### src/rtl/alu_ctrl_seq.sv
// ALU control decoder with request/result handshake and multi-cycle
// latency sequencing for multiply/divide (MDU) operations.
module alu_ctrl_seq #(
    parameter int MUL_CYCLES = 3,
    parameter int DIV_CYCLES = 32,
    parameter bit CTZ_EN     = 1'b1
) (
    input  logic       clk,
    input  logic       rst_n,
    input  logic       in_valid,
    output logic       in_ready,
    input  logic [1:0] alu_op,
    input  logic [2:0] funct3,
    input  logic [6:0] funct7,
    input  logic       flush,
    output logic       out_valid,
    input  logic       out_ready,
    output logic [3:0] alu_ctrl,
    output logic       mdu_sel,
    output logic [2:0] mdu_op,
    output logic       busy
);

    // state | meaning
    // IDLE  | no op held, ready to accept
    // BUSY  | MDU op counting down its latency
    // VALID | result presented, waiting for consumer
    typedef enum logic [1:0] {
        IDLE  = 2'b00,
        BUSY  = 2'b01,
        VALID = 2'b10
    } state_t;

    localparam logic [6:0] F7_ALT = 7'b0100000;
    localparam logic [6:0] F7_MDU = 7'b0000001;

    // Counter preload is latency-2: one cycle is spent entering BUSY and
    // one leaving it, so the result lands exactly L cycles after acceptance.
    localparam bit        MUL_LONG = (MUL_CYCLES >= 2);
    localparam bit        DIV_LONG = (DIV_CYCLES >= 2);
    localparam logic [5:0] MUL_LOAD = MUL_LONG ? 6'(MUL_CYCLES - 2) : 6'd0;
    localparam logic [5:0] DIV_LOAD = DIV_LONG ? 6'(DIV_CYCLES - 2) : 6'd0;

    state_t     state, state_d;
    logic [5:0] cnt, cnt_d;
    logic       capture;
    logic       xfer_in;

    logic [3:0] dec_ctrl;
    logic       dec_mdu;
    logic       dec_long;
    logic [5:0] dec_load;

    // Combinational decode of the incoming request.
    always_comb begin
        dec_ctrl = 4'b0000;
        dec_mdu  = 1'b0;
        case (alu_op)
            2'b00: dec_ctrl = 4'b0010;
            2'b01: begin
                case (funct3)
                    3'b000, 3'b001: dec_ctrl = 4'b0110;
                    3'b100, 3'b101: dec_ctrl = 4'b0111;
                    3'b110, 3'b111: dec_ctrl = 4'b1000;
                    default:        dec_ctrl = 4'b0000;
                endcase
            end
            2'b10: begin
                if (funct7 == F7_MDU) begin
                    dec_ctrl = 4'b1110;
                    dec_mdu  = 1'b1;
                end else begin
                    case (funct3)
                        3'b000:  dec_ctrl = (funct7 == F7_ALT) ? 4'b0110 : 4'b0010;
                        3'b001:  dec_ctrl = 4'b0001;
                        3'b010:  dec_ctrl = 4'b0111;
                        3'b011:  dec_ctrl = 4'b1000;
                        3'b100:  dec_ctrl = 4'b0100;
                        3'b101:  dec_ctrl = (funct7 == F7_ALT) ? 4'b0101 : 4'b0011;
                        3'b110:  dec_ctrl = 4'b0000;
                        default: dec_ctrl = 4'b1100;
                    endcase
                end
            end
            default: begin
                if (CTZ_EN && funct3 == 3'b101 && funct7 == F7_MDU)
                    dec_ctrl = 4'b1111;
            end
        endcase
        dec_long = dec_mdu && (funct3[2] ? DIV_LONG : MUL_LONG);
        dec_load = funct3[2] ? DIV_LOAD : MUL_LOAD;
    end

    // Next-state, counter and handshake logic; flush overrides everything.
    always_comb begin
        state_d  = state;
        cnt_d    = cnt;
        in_ready = 1'b0;
        capture  = 1'b0;
        case (state)
            IDLE:  in_ready = 1'b1;
            VALID: in_ready = out_ready;
            BUSY: begin
                if (cnt == 6'd0) state_d = VALID;
                else             cnt_d   = cnt - 6'd1;
            end
            default: state_d = IDLE;
        endcase
        if (flush) in_ready = 1'b0;
        xfer_in = in_valid && in_ready;
        if (state == VALID && out_ready && !xfer_in)
            state_d = IDLE;
        if (xfer_in) begin
            capture = 1'b1;
            if (dec_long) begin
                state_d = BUSY;
                cnt_d   = dec_load;
            end else begin
                state_d = VALID;
                cnt_d   = 6'd0;
            end
        end
        if (flush) begin
            state_d = IDLE;
            cnt_d   = 6'd0;
        end
    end

    // State and latency counter registers.
    always_ff @(posedge clk or negedge rst_n) begin
        if (!rst_n) begin
            state <= IDLE;
            cnt   <= 6'd0;
        end else begin
            state <= state_d;
            cnt   <= cnt_d;
        end
    end

    // Result registers: loaded on acceptance, cleared by flush.
    always_ff @(posedge clk or negedge rst_n) begin
        if (!rst_n) begin
            alu_ctrl <= 4'b0000;
            mdu_sel  <= 1'b0;
            mdu_op   <= 3'b000;
        end else if (flush) begin
            alu_ctrl <= 4'b0000;
            mdu_sel  <= 1'b0;
            mdu_op   <= 3'b000;
        end else if (capture) begin
            alu_ctrl <= dec_ctrl;
            mdu_sel  <= dec_mdu;
            mdu_op   <= dec_mdu ? funct3 : 3'b000;
        end
    end

    assign out_valid = (state == VALID);
    assign busy      = (state == BUSY);

endmodule
### config.mk
export PLATFORM = sky130hd
export DESIGN_NAME = alu_ctrl_seq
export DESIGN_NICKNAME = d
export VERILOG_FILES = /design/src/rtl/alu_ctrl_seq.sv
export SDC_FILE = /design/constraint.sdc
export NUM_CORES = 1
export LEC_CHECK = 0
export BUFFER_PORTS_ARGS = -buffer_cell sky130_fd_sc_hd__buf_2
export CORE_UTILIZATION = 46
export CTS_CLUSTER_DIAMETER = 120
export DETAILED_ROUTE_END_ITERATION = 8
export PLACE_DENSITY = 0.71
export SLEW_MARGIN = 20
export SYNTH_ARGS = -nofsm -noshare
export SYNTH_HDL_FRONTEND = slang
export SYNTH_SLANG_ARGS = --single-unit
### constraint.sdc
create_clock -name clk -period 1.6 [get_ports clk]
set_clock_uncertainty 0.1 [all_clocks]
set_input_delay 0.08 -clock clk [delete_from_list [all_inputs] [get_ports clk]]
set_output_delay 0.08 -clock clk [all_outputs]
set_load 0.02 [all_outputs]
==> impl_metrics.py <==
metrics = {
    "setup_path": {
        "timing.setup.critical_path_class": "flip-flop to flip-flop",
        "critical_path.cell_chain": "nor2b_4 > nand3b_1 > or4_4 > a211oi_2",
        "timing.critical_path.max_delay_family": "simple AND/OR/NAND/NOR gates",
        "cp.buffers_inverters": 0,
        "timing.critical_path.required_ns": 1.70,
        "cpMaxStageDelayCell": "or4_4",
        "setup.worst_path.start_class": "flip-flop",
        "critical_path_arrival_ns": 1.67,
        "endpoint_kind": "flip-flop",
        "critPathMaxStageDelay_ns": 0.44,
        "peak_fanout_along_the_critical_path": 3,
    },
    "drt": {
        "drt_pre_antenna_iters": 4,
        "via_per_inst": 5.879,
        "drt_iter0_drc": 21,
        "drc": 0,
        "dr_total_vias": 1023,
        "routed_wirelength_um": 2629,
        "final_antenna_net_count": 0,
        "routedWlPerCell_um": 15.11,
    },
    "final_layout": {
        "final_design_area_no_fill_um2": 1414,
        "most_common_cell_after_layout_fill_and_taps_aside": "buf_2",
        "multi_input_area_um2": 694.4,
        "n_antenna_cell": 0,
        "post_route_cells_drive_above_1_share_pct": 42.86,
        "fillerInstances": 175,
        "finalNonFillerCells": 174,
        "flow.area_growth_from_synthesis_pct": 34.36,
        "mostFrequentLayoutCells": "buf_2, dfrtp_1, buf_4",
        "final_nets": 167,
        "flip_flop_and_latch_area_um2": 400.4,
    },
    "placement": {
        "routabilityCongestion": 0.8863,
        "placed_cell_area_um2": 1252,
        "hpwl_um": 1860,
        "dp.cells": 165,
        "portBuffers": 27,
    },
    "logic_synthesis": {
        "yosys_register_bits": 16,
        "syn_avg_cell_area_um2": 9.654,
        "synthArstFlopShare_pct": 100.0,
        "synth_seq_area_share_pct": 38.05,
        "number_of_nets_produced_by_synthesis": 128,
        "number_of_instances_in_the_synthesized_netlist": 109,
        "postSynth.topFlopCell": "dfrtp_1",
        "yosysWarningCount": 0,
        "post_synth_instance_area_um2": 1052,
        "synth_cell_type_count": 40,
        "synth-edff-count": 0,
    },
    "timing": {
        "post_layout_min_period_ns": 1.563,
        "number_of_pins_exceeding_their_max_slew_limit_in_the_final_report": 0,
        "post-route-period-util_pct": 97.70,
        "tightestPinTransition_ns": 0.4147,
        "setup_total_negative_slack_ns": 0,
        "grt_setup_unrepaired": "yes",
        "final-hold-violation-count": 0,
        "timing.fmax_mhz": 639.7,
        "final_setup_violations": 0,
        "maxSlewHeadroom_pct": 72.22,
    },
    "flow_run": {
        "drv.max_cap_violation_count": 0,
    },
    "clock_network": {
        "clkSlewWorstSetupHoldPaths_ns": 0.10,
        "cts-htree-levels": 1,
        "tritoncts": "done",
        "cts.sink_count": 16,
        "latest_clock_arrival_within_the_worst_skew_pair_ns": 0.28,
        "clockBufferDepth": 2,
        "cts_inserted_buffers": 3,
        "cell_chosen_for_the_clock_root": "clkbuf_4",
    },
    "floorplan": {
        "floorplan.io_pins": 28,
        "dieArea_um2": 2483,
        "die_width_um": 49.83,
        "num_rows": 16,
        "starting_density_of_the_core_pct": 51.03,
        "standard_cell_core_area_um2": 2062,
        "die_height_um": 49.83,
    },
    "global_route": {
        "grt_first_pass_wirelength_um": 4450,
        "first_global_vias": 999,
        "global_route.overflow_total": 0,
        "grt_usage_pct": 23.35,
        "largest_net_degree_at_the_start_of_global_routing": 17,
        "antenna_found_initial": 0,
    },
    "outcome": {
        "outcome": "complete, no violations",
    },
    "power": {
        "power_density_nw_per_um2": 618.9,
        "power.static_leakage_uw": 0.0006881,
        "vdd_drop_max_uv": 438.9,
    },
    "min_path": {
        "hp-class": "primary input to flip-flop",
    },
}
cells in the mapped netlist, types with 3 or more instances:
library cell / n / area share [%]
nor2_1: 5 / 1.8
nand2b_1: 4 / 2.4
a32o_1: 3 / 2.9
a22o_1: 5 / 4.2
nor2b_1: 6 / 3.6
a21o_1: 4 / 2.9
a31oi_1: 3 / 1.8
inv_1: 7 / 2.5
nor3_1: 6 / 2.9
nand4_1: 3 / 1.8
a21oi_1: 7 / 3.3
mux2i_1: 3 / 2.9
nand3_1: 3 / 1.4
dfrtp_1: 16 / 38
stage by stage:
| stage | power (uW) | hold slack [ns] | worst slack, ns | util, % |
|---|---|---|---|---|
| 3_5_place_dp | 587.4 | -0.07701 | -0.1531 | 60.74 |
| 5_1_grt | 927.2 | 0.04053 | -0.02098 | 68.57 |
| 3_3_place_gp | 582.8 | -0.07830 | -0.05114 | 60.74 |
| 6_report | 875.0 | 0.02022 | 0.03677 | 68.57 |
| 4_1_cts | 869.2 | 0.008913 | 0.003138 | 64.14 |
| 2_1_floorplan | 519.3 | -0.3156 | 0.05603 | - |
state kept, by name, indices dropped and copies added (netlist names):
signal    count
alu_ctrl      4
cnt           6
mdu_op        3
mdu_sel       1
state         2
final cells by class:
type / count / share of cell area, %
clock buffer: 4 / 2.566
tap: 27 / 2.389
inverter: 7 / 1.858
sequential: 16 / 28.32
timing repair buffer: 38 / 15.75
multi-input combinational: 82 / 49.11
what timing repair did:
item	CTS	global route
setup buffers	0	3
pin swaps	0	4
resized for setup	4	14
setup endpoints to repair	14	9
hold endpoints to repair	20	0
hold buffers	2	0
gates cloned	0	0
kinds of logic (layout without fill, tap and decap cells):
kind of cell,Yosys count,count (layout),synth area share [%]
xor gates and xnor gates,3,3,2.497
muxes,3,3,2.854
and+or+nand+nor,40,40,24.97
buffers and inverters,11,49,4.162
DFF,16,16,38.05
adders and majority gates,2,2,2.378
AOI/OAI and AO/OA,34,34,25.09
power breakdown:
| part | switching (uW) | internal [uW] | total (uW) |
|---|---|---|---|
| Sequential | 6.05 | 413 | 419 |
| Clock | 135 | 138 | 273 |
| Combinational | 107 | 76.0 | 183 |
routing by layer:
metal / GRT usage (%) / wire length [um]
met5: 0 / 0
met4: 7.143 / 11
met3: 4.321 / 145
met2: 37.61 / 1250
met1: 31.58 / 1222
path summary, 6_finish.rpt:
kind,cells past startpoint,end,start,slack (ns)
setup / recovery,4,cnt[0],state[0],0.04
hold / removal,2,mdu_op[0],funct3[0],0.02
setup reg to reg,4,cnt[0],state[0],0.04
hold reg to reg,1,mdu_sel,mdu_sel,0.39
max in group asynchronous,2,mdu_op[2],rst_n,0.99
min in group asynchronous,2,cnt[3],rst_n,0.13
No activity file was read; power rests on OpenSTA's default activity.
